`src/rtl/types_pkg.sv`:
```
// Shared types for the DRAM FIFO writer and the store drain: the 100-bit
// FIFO entry layout, the writer state encoding and the tile address stride.
package types_pkg;

    localparam int ADDR_W    = 32;
    localparam int DATA_W    = 64;
    localparam int ROW_W     = 2;
    localparam int NUM_FIFOS = 4;
    localparam int ENTRY_W   = 100;

    // Byte distance between consecutive tile base addresses (4 rows x 8 bytes).
    localparam logic [ADDR_W-1:0] STRIDE = 32'd32;

    typedef struct packed {
        logic [ADDR_W-1:0] addr;
        logic [1:0]        rsvd;
        logic [ROW_W-1:0]  row;
        logic [DATA_W-1:0] data;
    } entry_t;

    typedef enum logic {
        ST_IDLE  = 1'b0,
        ST_WRITE = 1'b1
    } state_t;

    function automatic entry_t pack_entry(input logic [ADDR_W-1:0] addr,
                                          input logic [ROW_W-1:0]  row,
                                          input logic [DATA_W-1:0] data);
        entry_t e;
        e.addr = addr;
        e.rsvd = 2'b00;
        e.row  = row;
        e.data = data;
        return e;
    endfunction

endpackage

```
`src/rtl/dramfifo_writer.sv`:
```
// Steers result rows of one tile into one of four DRAM FIFOs, rotating slots per tile.
// Optional stall counter output enabled by defining DRAMFIFO_WRITER_PERF_EN.
module dramfifo_writer
    import types_pkg::*;
#(
    parameter int NUM_ROWS = 4
) (
    input  logic                 CLK,
    input  logic                 nRST,
    input  logic                 req_valid,
    output logic                 req_ready,
    input  logic [ADDR_W-1:0]    req_base_addr,
    input  logic                 row_valid,
    output logic                 row_ready,
    input  logic [DATA_W-1:0]    row_data,
    output logic                 dramFIFO0_WEN,
    output logic [ENTRY_W-1:0]   dramFIFO0_wdata,
    input  logic                 dramFIFO0_full,
    output logic                 dramFIFO1_WEN,
    output logic [ENTRY_W-1:0]   dramFIFO1_wdata,
    input  logic                 dramFIFO1_full,
    output logic                 dramFIFO2_WEN,
    output logic [ENTRY_W-1:0]   dramFIFO2_wdata,
    input  logic                 dramFIFO2_full,
    output logic                 dramFIFO3_WEN,
    output logic [ENTRY_W-1:0]   dramFIFO3_wdata,
    input  logic                 dramFIFO3_full,
    output logic                 tile_done,
    output logic                 busy
`ifdef DRAMFIFO_WRITER_PERF_EN
    ,
    output logic [31:0]          stall_cycles
`endif
);

    state_t                 state_q, state_d;
    logic [1:0]             slot_ptr_q;
    logic [1:0]             cur_slot_q;
    logic [ROW_W-1:0]       row_cnt_q;
    logic [ADDR_W-1:0]      addr_q;

    logic [NUM_FIFOS-1:0]   full_vec;
    logic [NUM_FIFOS-1:0]   wen_vec;
    logic                   sel_full;
    logic                   wr_fire;
    logic                   last_row;
    entry_t                 entry;

    assign full_vec = {dramFIFO3_full, dramFIFO2_full, dramFIFO1_full, dramFIFO0_full};
    assign sel_full = full_vec[cur_slot_q];
    assign last_row = (row_cnt_q == ROW_W'(NUM_ROWS - 1));

    always_comb begin
        state_d   = state_q;
        req_ready = 1'b0;
        row_ready = 1'b0;
        unique case (state_q)
            ST_IDLE: begin
                req_ready = 1'b1;
                if (req_valid) begin
                    state_d = ST_WRITE;
                end
            end
            ST_WRITE: begin
                // A reset cycle must not push a row of the abandoned tile.
                row_ready = ~sel_full & ~nRST;
                if (row_valid && row_ready && last_row) begin
                    state_d = ST_IDLE;
                end
            end
            default: state_d = ST_IDLE;
        endcase
    end

    assign wr_fire   = row_valid & row_ready;
    assign wen_vec   = wr_fire ? (NUM_FIFOS'(1) << cur_slot_q) : '0;
    assign tile_done = wr_fire & last_row;
    assign busy      = (state_q == ST_WRITE);
    assign entry     = pack_entry(addr_q, row_cnt_q, row_data);

    assign dramFIFO0_WEN   = wen_vec[0];
    assign dramFIFO1_WEN   = wen_vec[1];
    assign dramFIFO2_WEN   = wen_vec[2];
    assign dramFIFO3_WEN   = wen_vec[3];
    assign dramFIFO0_wdata = wen_vec[0] ? entry : '0;
    assign dramFIFO1_wdata = wen_vec[1] ? entry : '0;
    assign dramFIFO2_wdata = wen_vec[2] ? entry : '0;
    assign dramFIFO3_wdata = wen_vec[3] ? entry : '0;

    always_ff @(posedge CLK) begin
        if (nRST) begin
            state_q    <= ST_IDLE;
            slot_ptr_q <= 2'd0;
            cur_slot_q <= 2'd0;
            row_cnt_q  <= '0;
            addr_q     <= '0;
        end else begin
            state_q <= state_d;
            if (state_q == ST_IDLE && req_valid) begin
                addr_q     <= req_base_addr;
                cur_slot_q <= slot_ptr_q;
                row_cnt_q  <= '0;
            end
            if (wr_fire) begin
                row_cnt_q <= row_cnt_q + ROW_W'(1);
                if (last_row) begin
                    slot_ptr_q <= slot_ptr_q + 2'd1;
                end
            end
        end
    end

`ifdef DRAMFIFO_WRITER_PERF_EN
    always_ff @(posedge CLK) begin
        if (nRST) begin
            stall_cycles <= '0;
        end else if (state_q == ST_WRITE && row_valid && sel_full && stall_cycles != '1) begin
            stall_cycles <= stall_cycles + 32'd1;
        end
    end
`endif

endmodule

```
`config.mk`:
```
export PLATFORM = sky130hd
export DESIGN_NAME = dramfifo_writer
export DESIGN_NICKNAME = d
export VERILOG_FILES = /design/src/rtl/types_pkg.sv /design/src/rtl/dramfifo_writer.sv
export SDC_FILE = /design/constraint.sdc
export NUM_CORES = 1
export LEC_CHECK = 0
export BUFFER_PORTS_ARGS = -buffer_cell sky130_fd_sc_hd__buf_2
export CAP_MARGIN = 10
export CORE_AREA = 4 4 197 199
export CTS_BUF_LIST = sky130_fd_sc_hd__clkbuf_8
export DETAILED_ROUTE_END_ITERATION = 12
export DIE_AREA = 0 0 201 203
export GPL_TIMING_DRIVEN = 1
export MAX_ROUTING_LAYER = met4
export PLACE_DENSITY_LB_ADDON = 0.25
export SETUP_SLACK_MARGIN = 0.4
export SLEW_MARGIN = 15
export SYNTH_ARGS = -nofsm -noshare
export SYNTH_HDL_FRONTEND = slang
export SYNTH_SLANG_ARGS = --single-unit
```
`constraint.sdc`:
```
create_clock -name CLK -period 1.99 [get_ports CLK]
set_clock_uncertainty 0.2 [all_clocks]
set_input_delay 0.199 -clock CLK [delete_from_list [all_inputs] [get_ports CLK]]
set_output_delay 0.199 -clock CLK [all_outputs]
set_load 0.02 [all_outputs]
```
## Word-level counts from Yosys, hierarchy flattened

Index checks and enable logic that the tools add are counted.

- Flip-flop bits (word level): 39
- Bits in latches: 0
- Bits in writable memories: 0
- ROM bits: 0
- Input bits: 104
- Output and inout bits: 408
- Word-level logic and storage cells: 35
- Memories kept: 0

- Add/subtract/negate cells: 2
- Multipliers: 0
- Div/mod/pow operators: 0
- $lt $le $gt $ge: 1
- Equal/unequal tests: 1
- Shift operators: 1
- Mux-type cells: 14
- Bitwise operators: 6
- Reductions and logical operators: 5

Operator list:

| cell | number |
|---|---|
| two-way mux 100 bit | 4 |
| two-way mux 1 bit | 5 |
| adder 2 x 1 -> 2 bit, second input constant | 2 |
| two-way mux 2 bit | 2 |
| two-way mux 4 bit | 1 |
| left shift 1 x 2 -> 4 bit, first input constant | 1 |
| bitwise AND 1 bit | 3 |
| logical AND 1 bit | 3 |
| < comparator 2 x 3 -> 1 bit, second input constant | 1 |
| inverter 1 bit | 3 |
| binary-select mux 1 bit (select 2 bit) | 1 |
| equality test 2 bit, second input constant | 1 |
| one-hot mux 1 bit (2 select lines) | 1 |
| AND reduction 2 bit | 1 |
| nonzero test 2 bit | 1 |

## Depth between registers and ports, before layout

- Word-level depth: 8
- Depth in mapped cells: 8
- Depth with buffers taken out: 4

## Worst setup path before layout

No wires, ideal clock.

- Path type: register -> output
- From: reg cur_slot_q[1]
- To: out dramFIFO0_wdata[79]
- Data arrival time: 1900 ps
- Required time: 1591 ps
- Slack: -309 ps
- Stages on the path, launching flop included: 9
- Path buffers: 4
- Cells stage by stage: dfxtp_1 > buf_6 > mux2i_1 > o21ai_2 > or4_1 > clkbuf_1 > buf_6 > buf_6 > nor2_1

- Cells in the longest elaborated chain, start to end: 8
- Elaborated cells between the ends (all ways): 9
- Those cells by class: shift: 1; mux: 5; bitwise: 3

RTL lines:

| what | line | source |
|---|---|---|
| from (decl) | dramfifo_writer.sv:38 | `logic [1:0] cur_slot_q;` |
| from (signal assigned) | dramfifo_writer.sv:101 | `cur_slot_q <= slot_ptr_q;` |
| binary-select mux 1 bit (select 2 bit) | dramfifo_writer.sv:50 | `assign sel_full = full_vec[cur_slot_q];` |
| two-way mux 1 bit (implied by the code) | dramfifo_writer.sv:50 |  |
| inverter 1 bit | dramfifo_writer.sv:66 | `row_ready = ~sel_full & ~nRST;` |
| bitwise AND 1 bit | dramfifo_writer.sv:66 |  |
| two-way mux 1 bit | dramfifo_writer.sv:57 | `unique case (state_q)` |
| bitwise AND 1 bit | dramfifo_writer.sv:75 | `assign wr_fire = row_valid & row_ready;` |
| two-way mux 4 bit (*) | dramfifo_writer.sv:76 | `assign wen_vec = wr_fire ? (NUM_FIFOS'(1) << cur_slot_q) : '0;` |
| two-way mux 100 bit (*) | dramfifo_writer.sv:85 | `assign dramFIFO0_wdata = wen_vec[0] ? entry : '0;` |
| to (decl) | dramfifo_writer.sv:17 | `output logic [ENTRY_W-1:0] dramFIFO0_wdata,` |

Every way passes the cells marked *; elsewhere a longest branch is shown, timed or not. The select of a mux whose other input is x is not followed.

## Worst setup path in the final report

- From: reg cur_slot_q[1]
- To: out dramFIFO2_wdata[42]

- Cells in the longest elaborated chain, start to end: 8
- Elaborated cells between the ends (all ways): 9
- Those cells by class: shift: 1; mux: 5; bitwise: 3

RTL lines:

| what | line | source |
|---|---|---|
| binary-select mux 1 bit (select 2 bit) | dramfifo_writer.sv:50 |  |
| two-way mux 1 bit (implied by the code) | dramfifo_writer.sv:50 |  |
| inverter 1 bit | dramfifo_writer.sv:66 |  |
| bitwise AND 1 bit | dramfifo_writer.sv:66 |  |
| two-way mux 1 bit | dramfifo_writer.sv:57 |  |
| bitwise AND 1 bit | dramfifo_writer.sv:75 |  |
| two-way mux 4 bit (*) | dramfifo_writer.sv:76 |  |
| two-way mux 100 bit (*) | dramfifo_writer.sv:87 | `assign dramFIFO2_wdata = wen_vec[2] ? entry : '0;` |
| to (decl) | dramfifo_writer.sv:23 | `output logic [ENTRY_W-1:0] dramFIFO2_wdata,` |

Marks and branches as above.

==> run_results.csv <==
group,metric,value,unit
status,status,"complete, but fails checks",
status,violations,"negative setup slack",
critical_path,slowest_stage,"or4b_4",
final_layout,final_util,33.51,%
synth,synthAdderAreaFrac,0.3121,%
placed_design,placed_cell_area,9171,um2
sta,setup_viol,397,
synth,synth_warnings,0,
sta,post-route-period-util,127.9,%
sta,worst_slack,-0.5546,ns
critical_path,critPathLaunch,"cur_slot_q[1]$_SDFFE_PP0P_",
critical_path,critPathTopFamily,"simple AND/OR/NAND/NOR gates",
synth,synth_largest_area_cell,"nor2_1",
final_layout,final_area,12470,um2
floorplanning,die_y,203,um
clock_network,clk_path_buf_depth,2,
clock_network,cts_tree,"done",
critical_path,critPathLaunchType,"flop",
synth,synth-simple-area-share,64.86,%
synth,synthXorXnorAreaFrac,0,%
floorplanning,initial_core_util,10.77,%
pwr,total_power,2.373,mW
final_layout,nFillCells,3824,
sta,hold_violations,0,
critical_path,path_buf_inv,3,
floorplanning,ios,512,
global_routing,grt_max_degree,62,
synth,synth_mux_area_share,1.280,%
clock_network,cts-root-buf,"clkbuf_8",
pwr,p_sw,0.8593,mW
global_routing,grt.total_usage,14.88,%
route,drc,0,
final_layout,drive_above_1_share,72.78,%
sta,finalSetupTns,-178.81,ns
placed_design,dp_cells,1710,
floorplanning,rows,71,
placed_design,numPortBuffers,503,
route,first_pass_iters,4,
clock_network,numCtsBuffers,5,
synth,ys_top_cells_by_area,"nor2_1 23%, dfxtp_1 19%, and2_1 19%, nand2_1 15%, clkbuf_1 5.1%",
sta,slew_viol_final,0,
route,routed_wl,34.72,mm
synth,synth_top_family_by_area,"simple AND/OR/NAND/NOR gates",
critical_path,r2r_end,"slot_ptr_q[0]$_SDFFE_PP0P_",
clock_network,h-tree-depth,2,
pwr,combPwrFrac,33.7,%
pwr,ir_worst_vdd,0.2868,mV
critical_path,required,1.59,ns
clock_network,cts_num_sinks,39,
critical_path,crit_chain,"mux2i_2, o21ai_2, or4b_4, buf_12, buf_12, nor2_4, buf_4",
placed_design,gp_congestion,0.8214,
clock_network,path_clk_slew,0.09,ns
hold_path,min_path_type,"input port to flop",
pwr,leakage,5.481,nW
synth,yosysMostFrequentCell,"nor2_1",
synth,synth.distinct_cells,30,
synth,synthTopCellsByCount,"247 x nor2_1, 163 x nand2_1, 119 x and2_1",
route,drt_iter0_drc,235,
critical_path,worst-path-stages,7,
run,maxCapViolations,0,
synth,synthArstFlopShare,0,%
global_routing,grt_pass1_wl,45.98,mm
clock_network,clk_latency,0.30,ns
final_layout,fin_cells,1803,
sta,hold_ws,0.1561,ns
route,ant_nets,0,
pwr,swShare,36.21,%
critical_path,endpoint,"dramFIFO2_wdata[42]",
pwr,pwr-share-seq,36.0,%
critical_path,cp_max_fo,14,
sta,rsz0062_at_grt,"true",
synth,netlist_instances,735,
synth,netlist.area_leader.share,23.13,%
global_routing,grt.overflow.total,0,
pwr,clockPowerShare,30.3,%
critical_path,crit_path_end_kind,"output pin",
route,wl_per_cell,19.25,um
synth,ys_seq_elements,39,
pwr,internal-power,1.514,mW
global_routing,grt_pass1_vias,7088,
global_routing,antenna_found_initial,4,
critical_path,ff2ff_path_depth,8,
synth,synth_flop_cell,"dfxtp_1",
critical_path,rr_startpoint,"cur_slot_q[1]$_SDFFE_PP0P_",
floorplanning,core_area,37220,um2
sta,fin_crit,2.545,ns
critical_path,r2r_slack,0.07,ns
final_layout,register_area,789.5,um2
pwr,power_density,190.3,nW/um2
synth,avgSynthCellArea,5.454,um2
route,num_vias,7135,
route,viasPerCell,3.957,
critical_path,cpMostUsedCell,"buf_12",
placed_design,place_worst_setup_slack,-0.2878,ns
final_layout,multiInputGateArea,4668,um2
placed_design,dpl.hpwl,23.59,mm
critical_path,crit_type,"flop to output pin",
critical_path,arrival,2.15,ns
sta,fmax,0.3930,GHz
synth,yosysSeqAreaShare,19.48,%
critical_path,slowest_delay,0.53,ns
final_layout,finalNetCount,1430,
synth,synth-edff-count,0,
floorplanning,die_w,201,um
final_layout,area_growth,211.1,%
floorplanning,die_area,40800,um2
synth,synth_compound_area_share,4.463,%
synth,syn-cell-area,4009,um2
[timing repair]
item,4_1_cts,5_1_grt
cloned,11,10
endpoints found under the setup margin,402,404
gates resized for setup,309,356
setup buffers,12,16
pin swaps,3,28
hold buffers,33,0
hold endpoints to repair,33,0
[layout by cell type, fill, tap and decap left out, types with 6 or more instances in the layout]
| cell | Yosys | final |
|---|---|---|
| nand2_1 | 163 | 163 |
| clkbuf_8 | 0 | 6 |
| and2_2 | 0 | 8 |
| clkbuf_16 | 0 | 10 |
| a21oi_1 | 34 | 34 |
| buf_6 | 8 | 243 |
| buf_16 | 0 | 14 |
| nor2_2 | 20 | 10 |
| nor2_4 | 0 | 198 |
| conb_1 | 1 | 8 |
| nor2_1 | 247 | 59 |
| dfxtp_1 | 39 | 36 |
| buf_4 | 8 | 120 |
| buf_12 | 0 | 34 |
| and2_4 | 0 | 108 |
| and3_1 | 11 | 11 |
| buf_2 | 2 | 195 |
| dlygate4sd3_1 | 0 | 33 |
[sequential cells by signal (all words and copies together), names as in the netlist]
signal / count
busy: 1
row_cnt_q: 2
slot_ptr_q: 2
cur_slot_q: 2
addr_q: 32
[power by group through the flow]
stage	Combinational, mW	Sequential [mW]	Clock, mW
after floorplan	0.399	0.863	0
after global placement	0.700	0.873	0
after detailed placement	0.708	0.874	0
after CTS	0.782	0.856	0.768
after global routing	0.862	0.863	0.785
final	0.800	0.855	0.718
[worst min-delay path by stage]
stage	startpoint	cells past startpoint	endpoint	slack, ns
after floorplan	req_base_addr[22]	2	addr_q[22]$_SDFFE_PP0P_	0.13
after global placement	req_base_addr[23]	3	addr_q[23]$_SDFFE_PP0P_	0.24
after detailed placement	req_base_addr[12]	3	addr_q[12]$_SDFFE_PP0P_	0.24
after CTS	nRST	5	slot_ptr_q[0]$_SDFFE_PP0P_	0.13
after global routing	nRST	5	slot_ptr_q[1]$_SDFFE_PP0P_	0.18
final	nRST	5	slot_ptr_q[0]$_SDFFE_PP0P_	0.16
[layer usage]
layer	track usage [%]	up-vias	share of wire, %
li1	-	3421	-
met1	18.19	3381	41
met2	26.75	301	52
met3	1.581	32	4.6
met4	2.876	0	1.9
met5	-	-	0
[worst reg2reg max path: stages (launching register included)]
cell and delay (ns):
dfxtp_4 0.37, buf_6 0.10, nand3b_1 0.13, nand3_2 0.12, buf_6 0.15, buf_4 0.14
nor3b_1 0.29, buf_4 0.18, mux2i_1 0.16
[cell type report]
cell class | count | area share (%)
Timing Repair Buffer | 651 | 50.43
Multi-Input combinational cell | 626 | 37.43
Sequential cell | 39 | 6.330
Tap cell | 474 | 4.755
Clock buffer | 6 | 0.6621
Clock inverter | 2 | 0.2809
Inverter | 2 | 0.06019
Antenna cell | 3 | 0.06019
[logic make-up after synthesis]
family                     Yosys count
muxes                                5
buffers and inverters               77
adders and majority gates            1
DFF                                 39
AOI/OAI and AO/OA                   35
and+or+nand+nor                    577
other                                1
No activity file was read; power rests on OpenSTA's default activity.
